## src/rtl/updown_mod_counter.sv

```systemverilog
// updown_mod_counter: up/down modulo-MODULUS counter with synchronous load,
// wrap or saturate ends, terminal count and registered event pulses.
// Ports: clk, reset (sync, active-high), en, up_dn, load, load_val[W]
//        -> count[W] (reg), tc (comb), evt (reg pulse), load_err (reg pulse).
// Optional macro COUNTER_MATCH_EN adds match_val[W] -> match (reg).
module updown_mod_counter #(
    parameter int unsigned     WIDTH    = 4,
    parameter longint unsigned MODULUS  = 16,
    parameter bit              SATURATE = 1'b0
) (
    input  logic             clk,
    input  logic             reset,
    input  logic             en,
    input  logic             up_dn,
    input  logic             load,
    input  logic [WIDTH-1:0] load_val,
`ifdef COUNTER_MATCH_EN
    input  logic [WIDTH-1:0] match_val,
    output logic             match,
`endif
    output logic [WIDTH-1:0] count,
    output logic             tc,
    output logic             evt,
    output logic             load_err
);

    if (WIDTH < 1 || WIDTH > 32) begin : g_bad_width
        $error("updown_mod_counter: WIDTH must be 1..32");
    end
    if (MODULUS < 2 || MODULUS > (64'd1 << WIDTH)) begin : g_bad_mod
        $error("updown_mod_counter: MODULUS must be 2..2**WIDTH");
    end

    // Highest legal count, held as a WIDTH-bit constant so every compare
    // stays WIDTH bits wide even when MODULUS = 2**WIDTH.
    localparam logic [WIDTH-1:0] MAX = WIDTH'(MODULUS - 64'd1);

    logic             at_top;
    logic             at_bot;
    logic [WIDTH-1:0] count_nxt;
    logic             evt_nxt;
    logic             err_nxt;

    assign at_top = (count == MAX);
    assign at_bot = (count == '0);

    // Gated by reset so a cascaded stage never sees a stray enable.
    assign tc = en & ~reset & ((up_dn & at_top) | (~up_dn & at_bot));

    always_comb begin
        count_nxt = count;
        evt_nxt   = 1'b0;
        err_nxt   = 1'b0;
        if (load) begin
            // load_val > MAX is the same test as load_val >= MODULUS.
            if (load_val > MAX) begin
                count_nxt = MAX;
                err_nxt   = 1'b1;
            end else begin
                count_nxt = load_val;
            end
        end else if (en) begin
            if (up_dn) begin
                if (at_top) begin
                    count_nxt = SATURATE ? MAX : '0;
                    evt_nxt   = 1'b1;
                end else begin
                    count_nxt = count + WIDTH'(1);
                end
            end else begin
                if (at_bot) begin
                    count_nxt = SATURATE ? '0 : MAX;
                    evt_nxt   = 1'b1;
                end else begin
                    count_nxt = count - WIDTH'(1);
                end
            end
        end
    end

    always_ff @(posedge clk) begin
        if (reset) begin
            count    <= '0;
            evt      <= 1'b0;
            load_err <= 1'b0;
        end else begin
            count    <= count_nxt;
            evt      <= evt_nxt;
            load_err <= err_nxt;
        end
    end

`ifdef COUNTER_MATCH_EN
    // Compare the resolved next count so match lines up with the new value.
    always_ff @(posedge clk) begin
        if (reset) begin
            match <= 1'b0;
        end else begin
            match <= (count_nxt == match_val);
        end
    end
`endif

endmodule

```

## config.mk

```make
export PLATFORM = sky130hd
export DESIGN_NAME = updown_mod_counter
export DESIGN_NICKNAME = d
export VERILOG_FILES = /design/src/rtl/updown_mod_counter.sv
export SDC_FILE = /design/constraint.sdc
export NUM_CORES = 1
export LEC_CHECK = 0
export ABC_AREA = 1
export BUFFER_PORTS_ARGS = -buffer_cell sky130_fd_sc_hd__buf_4
export CAP_MARGIN = 20
export CORE_MARGIN = 3
export CORE_UTILIZATION = 30
export DETAILED_ROUTE_END_ITERATION = 10
export GPL_TIMING_DRIVEN = 1
export PLACE_DENSITY = 0.61
export SLEW_MARGIN = 40
export SYNTH_ARGS = -nofsm -noshare
export SYNTH_HDL_FRONTEND = slang
export SYNTH_SLANG_ARGS = --single-unit
export TNS_END_PERCENT = 50
```

## constraint.sdc

```tcl
create_clock -name clk -period 1.41 [get_ports clk]
set_input_delay 0.141 -clock clk [delete_from_list [all_inputs] [get_ports clk]]
set_output_delay 0.141 -clock clk [all_outputs]
set_load 0.01 [all_outputs]
```

==> metrics.yaml <==
crit_required_ps: 1270
path_clk_slew_ps: 50
cts-root-buf: "clkbuf_4"
fp.dieH_um: 42.02
cpPeakStageDelay_ps: 350
dieArea_mm2: 0.001765
ys.warnings.count: 0
drv_cap: 0
startpoint: "count[1]$_SDFFE_PP0P_"
grt_max_degree: 10
postRouteAntennaNets: 0
gp_congestion: 0.8047
num_io_pins: 16
critPathKind: "flip-flop to output port"
crit_fanout: 3
grt_pass1_wl_mm: 1.669
syn2layout_area_growth_pct: 56.27
worstPathArrival_ps: 1200
cts_buffers: 3
dr_total_vias: 454
slowest_stage: "dfxtp_4"
hold_start: "reset"
drt_iter0_markers: 10
fmax_mhz: 745.0
syn_inst: 63
grt_antenna_before_repair: 0
r2r_setup_slack_ps: 200
n_fill_cell: 113
fin_crit_sh_pct: 95.19
utilization_pct: 52.60
nets: 95
drive_gt1_share_pct: 40.96
netlist_area_um2: 389.1
maxSlewViolCount: 0
hold_buffers: 0
grt_util_all_layers_pct: 12.96
ir_drop_v: 0.0004732
cp_cell_sequence: "inv_2, ha_4, a31oi_4, nor3_2, buf_4"
first_pass_iters: 2
hold_viol: 0
diodes: 0
cts_buffer_depth: 2
core_mm2: 0.001156
ys_ff_latch: 5
num_rows: 12
fin_skew_ps: 5.310
worstSetupStartpointType: "flip-flop"
r2r-start: "count[0]$_SDFFE_PP0P_"
io_buffer_count: 14
cts_tree: "done"
die_w_um: 42.02
start_util_pct: 33.66
drt_wl_total_mm: 1.077
endpoint_kind: "output port"
grt_overflow: 0
hold_path_class: "input port to flip-flop"
post-route-drc-count: 0
leakagePower_nw: 0.2921
finalSetupViolCount: 0
clock-sinks: 5
synth.distinct_cells: 21
postSynthAreaPerCell_um2: 6.177
run_status: "complete, no violations"
period_needed_ps: 1342
whs_ps: 71.97
first_global_vias: 386
routed_via_density: 4.680
syn-num-nets: 74
yosysSeqAreaShare_pct: 25.72
hpwl_um: 736.3
htreeDepth: 1
power_density_mw_per_mm2: 841.8
wl_per_cell_um: 11.10
clk_latency_ps: 250
[sequential cells by signal, indices dropped and copies added, names as in the netlist]
register  count
count         4
evt           1
[final timing paths]
path | endpoint | depth (start not counted)
min reg2reg | count[2]$_SDFFE_PP0P_ | 2
max | tc | 5
min | count[2]$_SDFFE_PP0P_ | 2
max reg2reg | count[2]$_SDFFE_PP0P_ | 8
[where the power goes]
part	total (mW)	switching (mW)	internal (mW)
logic	0.167	0.0828	0.0844
clock network	0.179	0.0709	0.108
registers	0.166	0.0144	0.152
[routing by layer]
layer / up-vias / GRT usage, % / wire length (um)
met3: 2 / 8.155 / 79
met5: - / 0 / 0
li1: 242 / - / -
met2: 13 / 19.14 / 535
met1: 197 / 14.77 / 454
met4: 0 / 5.590 / 6
[synth_stat cells (all sizes together)]
cell type / n / area, um^2
conb: 1 / 3.750
nand2: 19 / 71.32
nand4: 1 / 6.260
a21oi: 3 / 18.77
dfxtp: 5 / 100.1
ha: 2 / 25.02
buf: 3 / 23.77
inv: 9 / 33.78
nor3: 2 / 10.01
o21ai: 3 / 15.01
nand3: 6 / 30.03
xnor2: 1 / 8.760
nor2: 4 / 17.52
a31oi: 3 / 18.77
nor4: 1 / 6.260
[critical path, delay by kind of cell, from the launching register on]
kind / cells / cell delay, ps
DFF: 1 / 350
AOI/OAI and AO/OA: 1 / 80
buffers and inverters: 2 / 210
adders and majority gates: 1 / 150
and+or+nand+nor: 1 / 160
[logic make-up (layout without fill, tap and decap cells)]
kind of cell | after synthesis | in the layout | synth area share (%)
AND/OR/NAND/NOR | 33 | 33 | 36.34
buffers and inverters | 12 | 32 | 14.79
AO/OA/AOI/OAI | 9 | 9 | 13.50
flip-flops | 5 | 5 | 25.72
adder cells (fa/ha/maj) | 2 | 2 | 6.430
other | 1 | 1 | 0.9637
XOR/XNOR | 1 | 1 | 2.251
[cell type report]
cell class	instances	area, um^2	share of cell area [%]
Multi-Input combinational cell	46	276.5	45.47
Clock buffer	4	26.28	4.321
Inverter	9	36.28	5.967
Sequential cell	5	108.9	17.90
Timing Repair Buffer	19	142.6	23.46
Tap cell	14	17.52	2.881
[layout by cell type, fill, tap and decap left out]
cell / n
a21oi_1: 2
a21oi_2: 1
a31oi_1: 2
a31oi_4: 1
buf_4: 19
clkbuf_1: 1
clkbuf_4: 3
conb_1: 1
dfxtp_1: 2
dfxtp_2: 1
dfxtp_4: 2
ha_4: 2
inv_1: 6
inv_2: 2
inv_4: 1
nand2_1: 19
nand3_1: 6
nand4_1: 1
nor2_1: 3
nor2_2: 1
nor3_1: 1
nor3_2: 1
nor4_1: 1
o21ai_0: 2
o21ai_1: 1
xnor2_1: 1
[metrics by stage]
stage / power, mW / setup TNS, ps / worst slack, ps / cell area (um^2) / std cells
6_report: 0.5119 / 0 / 67.77 / 608.1 / 97
5_1_grt: 0.5497 / -7.859 / -7.859 / 608.1 / 97
4_1_cts: 0.4916 / 0 / 9.089 / 559.3 / 95
3_5_place_dp: 0.2981 / 0 / 76.90 / 495.5 / 89
3_3_place_gp: 0.2986 / 0 / 67.92 / 495.5 / 89
2_1_floorplan: 0.2491 / 0 / 133.5 / 389.1 / 63
[timing repair]
item,CTS,global route
gates resized for setup,8,7
setup endpoints to repair,1,1
pin swaps,1,2
buffers inserted,2,2
(Power assumes the default switching activity.)
